## config.mk

```make
export PLATFORM = sky130hd
export DESIGN_NAME = seg_scan_driver
export DESIGN_NICKNAME = d
export VERILOG_FILES = /design/src/rtl/seg_pkg.sv /design/src/rtl/seg_glyph_decode.sv /design/src/rtl/seg_scan_driver.sv
export SDC_FILE = /design/constraint.sdc
export NUM_CORES = 1
export LEC_CHECK = 0
export ABC_AREA = 1
export CORE_ASPECT_RATIO = 0.8
export CORE_MARGIN = 3
export CORE_UTILIZATION = 53
export CTS_CLUSTER_DIAMETER = 100
export CTS_CLUSTER_SIZE = 8
export DETAILED_ROUTE_END_ITERATION = 12
export HOLD_SLACK_MARGIN = 0.1
export PLACE_DENSITY = 0.8
export SKIP_CTS_REPAIR_TIMING = 1
export SYNTH_ARGS = -nofsm -noshare
export SYNTH_HDL_FRONTEND = slang
export SYNTH_SLANG_ARGS = --single-unit
```

## constraint.sdc

```tcl
create_clock -name clk -period 2.3 [get_ports clk]
set_input_delay 0.23 -clock clk [delete_from_list [all_inputs] [get_ports clk]]
set_output_delay 0.23 -clock clk [all_outputs]
set_load 0.01 [all_outputs]
```

## src/rtl/seg_pkg.sv

```systemverilog
// Shared constants for the seven-segment scan driver: glyph table,
// blank cathode pattern and cathode bit positions.
package seg_pkg;

  // Cathode bit positions (a..g, then the decimal point)
  localparam int SEG_A_BIT  = 0;
  localparam int SEG_G_BIT  = 6;
  localparam int SEG_DP_BIT = 7;

  // All cathodes high = every segment dark (common-anode display)
  localparam logic [7:0] SEG_OFF = 8'hFF;

  // Active-high a..g patterns for hex 0..F (b and d lowercase)
  localparam logic [6:0] GLYPH_TABLE [16] = '{
    7'h3F, 7'h06, 7'h5B, 7'h4F,
    7'h66, 7'h6D, 7'h7D, 7'h07,
    7'h7F, 7'h6F, 7'h77, 7'h7C,
    7'h39, 7'h5E, 7'h79, 7'h71
  };

endpackage

```

## src/rtl/seg_glyph_decode.sv

```systemverilog
// Combinational hex nibble to active-high a..g segment pattern.
module seg_glyph_decode
  import seg_pkg::*;
(
  input  logic [3:0] code,
  output logic [6:0] segs
);

  // Table lookup of the glyph for the selected nibble
  always_comb begin
    segs = GLYPH_TABLE[code];
  end

endmodule

```

## src/rtl/seg_scan_driver.sv

```systemverilog
// Time-multiplexed seven-segment scan driver with per-digit blank, dp,
// blink and PWM brightness. Inputs are captured once per frame so a
// value change never tears across a partially drawn frame.
module seg_scan_driver
  import seg_pkg::*;
#(
  parameter int NUM_DIGITS = 8,
  parameter int SLOT_LOG2  = 14,
  parameter int BRIGHT_W   = 3,
  parameter int BLINK_LOG2 = 6
) (
  input  logic                    clk,
  input  logic                    rst_n,
  input  logic [4*NUM_DIGITS-1:0] digits,
  input  logic [NUM_DIGITS-1:0]   digit_en,
  input  logic [NUM_DIGITS-1:0]   dp_en,
  input  logic [NUM_DIGITS-1:0]   blink_mask,
  input  logic [BRIGHT_W-1:0]     brightness,
  output logic [NUM_DIGITS-1:0]   anode,
  output logic [7:0]              cathode
);

  localparam int IDX_W = (NUM_DIGITS > 1) ? $clog2(NUM_DIGITS) : 1;
  localparam logic [IDX_W-1:0] LAST_IDX = IDX_W'(NUM_DIGITS - 1);

  logic [SLOT_LOG2-1:0]    pre_r;
  logic [IDX_W-1:0]        idx_r;
  logic [BLINK_LOG2-1:0]   frame_r;
  logic [4*NUM_DIGITS-1:0] digits_sh_r;
  logic [NUM_DIGITS-1:0]   en_sh_r;
  logic [NUM_DIGITS-1:0]   dp_sh_r;
  logic [NUM_DIGITS-1:0]   blink_sh_r;
  logic [BRIGHT_W-1:0]     bright_sh_r;

  logic                    slot_end_s;
  logic                    frame_end_s;
  logic                    blink_phase_s;
  logic                    lit_s;
  logic [3:0]              nibble_s;
  logic [6:0]              glyph_s;
  logic [NUM_DIGITS-1:0]   anode_s;
  logic [7:0]              cathode_s;

  assign slot_end_s    = &pre_r;
  assign frame_end_s   = slot_end_s && (idx_r == LAST_IDX);
  assign blink_phase_s = frame_r[BLINK_LOG2-1];
  assign nibble_s      = digits_sh_r[{idx_r, 2'b00} +: 4];

  seg_glyph_decode u_glyph (
    .code (nibble_s),
    .segs (glyph_s)
  );

  // Prescaler, digit index, frame counter and frame-end shadow capture
  always_ff @(posedge clk) begin
    if (!rst_n) begin
      pre_r       <= {SLOT_LOG2{1'b0}};
      idx_r       <= {IDX_W{1'b0}};
      frame_r     <= {BLINK_LOG2{1'b0}};
      digits_sh_r <= {(4*NUM_DIGITS){1'b0}};
      en_sh_r     <= {NUM_DIGITS{1'b0}};
      dp_sh_r     <= {NUM_DIGITS{1'b0}};
      blink_sh_r  <= {NUM_DIGITS{1'b0}};
      bright_sh_r <= {BRIGHT_W{1'b0}};
    end else begin
      pre_r <= pre_r + SLOT_LOG2'(1);
      if (slot_end_s) begin
        if (frame_end_s) begin
          idx_r <= {IDX_W{1'b0}};
        end else begin
          idx_r <= idx_r + IDX_W'(1);
        end
      end
      if (frame_end_s) begin
        frame_r     <= frame_r + BLINK_LOG2'(1);
        digits_sh_r <= digits;
        en_sh_r     <= digit_en;
        dp_sh_r     <= dp_en;
        blink_sh_r  <= blink_mask;
        bright_sh_r <= brightness;
      end
    end
  end

  // Lit decision: enabled, not in blink-off phase, past the dead cycle, within PWM duty
  always_comb begin
    lit_s = 1'b0;
    if (en_sh_r[idx_r] &&
        !(blink_sh_r[idx_r] && blink_phase_s) &&
        (pre_r != {SLOT_LOG2{1'b0}}) &&
        (pre_r[SLOT_LOG2-1 -: BRIGHT_W] <= bright_sh_r)) begin
      lit_s = 1'b1;
    end else begin
      lit_s = 1'b0;
    end
  end

  // Next anode/cathode pattern; dark means every pin high
  always_comb begin
    anode_s   = {NUM_DIGITS{1'b1}};
    cathode_s = SEG_OFF;
    if (lit_s) begin
      for (int i = 0; i < NUM_DIGITS; i++) begin
        anode_s[i] = (idx_r != IDX_W'(i));
      end
      cathode_s[SEG_G_BIT:SEG_A_BIT] = ~glyph_s;
      cathode_s[SEG_DP_BIT]          = ~dp_sh_r[idx_r];
    end else begin
      anode_s   = {NUM_DIGITS{1'b1}};
      cathode_s = SEG_OFF;
    end
  end

  // Output registers so anode and cathode switch on the same edge
  always_ff @(posedge clk) begin
    if (!rst_n) begin
      anode   <= {NUM_DIGITS{1'b1}};
      cathode <= SEG_OFF;
    end else begin
      anode   <= anode_s;
      cathode <= cathode_s;
    end
  end

endmodule
```

==> results_dict.tcl <==
set metrics [dict create \
    syn_area_per_cell_um2 7.255 \
    detail_route.wl_per_cell_um 13.41 \
    r2r_end "cathode[0]$_SDFF_PN1_" \
    synth-seq-cells 98 \
    switching_share_pct 23.81 \
    critPathKind "reg2reg" \
    synth_nets 698 \
    vias 4231 \
    drive_gt1_share_pct 5.959 \
    synth_compound_area_share_pct 17.50 \
    tightestPinTransition_ps 572.5 \
    root_buffer "clkbuf_8" \
    synth-seq-area-share_pct 43.69 \
    gr-total-overflow 0 \
    ir_drop_v 0.0004290 \
    regArea_um2 1962 \
    vias_per_cell 5.315 \
    num_rows 29 \
    cts_tree "done" \
    seqPwrFrac_pct 58.4 \
    crit_top_cell "nand3_1" \
    cpPeakStageDelay_ps 470 \
    cpMaxStageDelayCell "dfxtp_1" \
    crit_arrival_ps 2300 \
    slew_headroom_pct 61.83 \
    io_pins 77 \
    grt_max_degree 71 \
    fin_nets 762 \
    place.gp.congestion 0.9104 \
    startpoint_type "register" \
    run_status "finished, final reports clean" \
    hpwl_um 7706 \
    place_ws_ps 248.2 \
    cp-end-kind "register" \
    final_max_slew_viol_count 0 \
    pwr-share-comb_pct 5.9 \
    port_buffers 76 \
    finClkSkew_ps 9.973 \
    synthAdderAreaFrac_pct 5.015 \
    critPathLaunch "idx_r[0]$_SDFFE_PN0P_" \
    min_from "rst_n" \
    num_antenna_cells 0 \
    yosysWarnings 0 \
    drt_pass1_iterations 6 \
    power.internal_mw 2.222 \
    clkSinkCount 98 \
    synth_cell_types 29 \
    path_cells "buf_6, nand2_1, nand3_1, nand3_1, nand2_1, inv_1, ha_1, inv_1, nand3_1, nand3_1, nand3_1" \
    cts-buffers-inserted 9 \
    r2r_cells 11 \
    dieHeight_um 88.33 \
    h-tree-depth 3 \
    synth_xor_area_share_pct 0.9752 \
    synth_area_um2 4491 \
    clk_pin_slew_worst_paths_ps 100 \
    p_leak_nw 2.186 \
    grt_pass1_wl_um 17300 \
    ant_nets 0 \
    p_sw_uw 694.6 \
    muxShareOfSynthArea_pct 0 \
    fillers 673 \
    setup_slack_ps 247.5 \
    drt_iter0_drc 414 \
    final.setup.tns_ps 0 \
    synth_cells 619 \
    antenna_found_initial 0 \
    stdcell_area_um2 5472 \
    cp-endpoint "cathode[0]$_SDFF_PN1_" \
    r2r_slack_ps 250 \
    whs_path_depth 3 \
    initial_core_util_pct 55.50 \
    hold_viol 0 \
    drc 0 \
    clkPwrFrac_pct 35.7 \
    wirelength_um 10670 \
    r2r-start "idx_r[0]$_SDFFE_PN0P_" \
    grtUsageTotal_pct 22.38 \
    syn_to_final_growth_pct 21.84 \
    layout_min_cycle_time_ps 2053 \
    yosys.area_share.simple_pct 22.93 \
    hold_path_class "in2reg" \
    report.final.setup_viol 0 \
    rsz0062_at_grt "false" \
    cp.required_ps 2550 \
    grt_pass1_vias 3741 \
    cts_max_path_buffers 2 \
    cp_max_fo 26 \
    multiInputGateArea_um2 2085 \
    synth_top_family_by_area "simple AND/OR/NAND/NOR gates" \
    worstSkewPairLatency_ps 360 \
    drv_cap 0 \
    die-width_um 108.9 \
    p_per_area_nw_per_um2 533.1 \
    design.die.area_um2 9620 \
    max_freq_mhz 487.2 \
    postPlaceCellArea_um2 5283 \
    fin_crit_sh_pct 89.24 \
    core_area_um2 8092 \
]
## registers in the layout, summed over array words and instances (netlist names)
signal	flops
anode	8
en_sh_r	8
dp_sh_r	8
frame_r	6
blink_sh_r	8
digits_sh_r	32
cathode	8
bright_sh_r	3
pre_r	14
idx_r	3
## placed cells by master (no fill, tap or decap), types with 3 or more instances in the layout
cell / count
clkdlybuf4s50_1: 75
clkbuf_8: 9
o21ai_0: 65
ha_1: 18
o21ai_1: 8
nand3_1: 63
nand2_1: 113
xor2_1: 3
dfxtp_1: 98
inv_1: 66
nand4_1: 4
buf_4: 9
nand3_2: 3
a21oi_1: 78
nor2_1: 47
inv_2: 5
## Yosys cell counts
master,instances,area [um^2]
a21oi_1,78,390.4
a31oi_1,1,6.260
buf_2,12,60.06
buf_4,4,30.03
buf_6,2,22.52
clkbuf_1,11,41.29
clkbuf_2,4,20.02
clkinv_1,1,3.750
dfxtp_1,98,1962
ha_1,18,225.2
inv_1,66,247.7
inv_2,5,18.77
nand2_1,113,424.2
nand2_2,2,12.51
nand3_1,63,315.3
nand3_2,3,30.03
nand3b_1,1,7.510
nand4_1,4,25.02
nor2_1,47,176.4
nor2_4,2,22.52
nor3_1,2,10.01
o211ai_1,1,7.510
o21a_1,1,7.510
o21ai_0,65,325.3
o21ai_1,8,40.04
o21ai_2,1,8.760
or2_2,1,6.260
xnor2_1,2,17.52
xor2_1,3,26.28
## cell type report
class	instances	area share, %
Multi-Input combinational cell	416	38.10
Clock inverter	7	1.121
Tap cell	108	2.470
Timing Repair Buffer	86	15.25
Inverter	72	4.939
Sequential cell	98	35.86
Clock buffer	9	2.264
## critical path, delay by kind of cell, from the launching register on
kind	cells	cell delay (ps)
simple gates	7	750
flops	1	470
fa+ha+maj	1	260
buf+inv	3	460
## per-layer routing
metal  vias to the layer above  track usage, %  wire length, um
li1                       2138               -                -
met1                      1911           31.21             4959
met2                       167           35.12             4667
met3                        15           4.668              906
met4                         0           6.766              139
met5                         -               0                0
## per-stage QoR
stage | total power, mW | hold slack (ps) | std cells | util, %
2_1_floorplan | 1.794 | 378.0 | 619 | -
3_3_place_gp | 1.912 | 438.1 | 780 | 65.29
3_5_place_dp | 1.912 | 445.6 | 780 | 65.29
4_1_cts | 2.940 | 260.8 | 796 | 67.57
5_1_grt | 3.032 | 289.5 | 796 | 67.62
6_report | 2.917 | 266.9 | 796 | 67.62
## worst min path at each step
stage / endpoint
after CTS: frame_r[5]$_SDFFE_PN0P_
after detailed placement: dp_sh_r[2]$_SDFFE_PN0P_
after global routing: pre_r[0]$_SDFF_PN0_
final: frame_r[5]$_SDFFE_PN0P_
after floorplan: blink_sh_r[2]$_SDFFE_PN0P_
after global placement: dp_sh_r[6]$_SDFFE_PN0P_
## power by group through the flow
stage,combinational (mW),clock [mW],sequential [mW]
after floorplan,0.0520,0,1.74
after global placement,0.169,0,1.74
after detailed placement,0.169,0,1.74
after CTS,0.171,1.06,1.70
after global routing,0.187,1.14,1.71
final,0.171,1.04,1.70
## logic make-up after synthesis
kind of cell             Yosys count
flip-flops                        98
buffers and inverters            105
AND/OR/NAND/NOR                  238
XOR/XNOR                           5
adder cells (fa/ha/maj)           18
AO/OA/AOI/OAI                    155
Note: power is estimated with default switching activity, not from simulation.
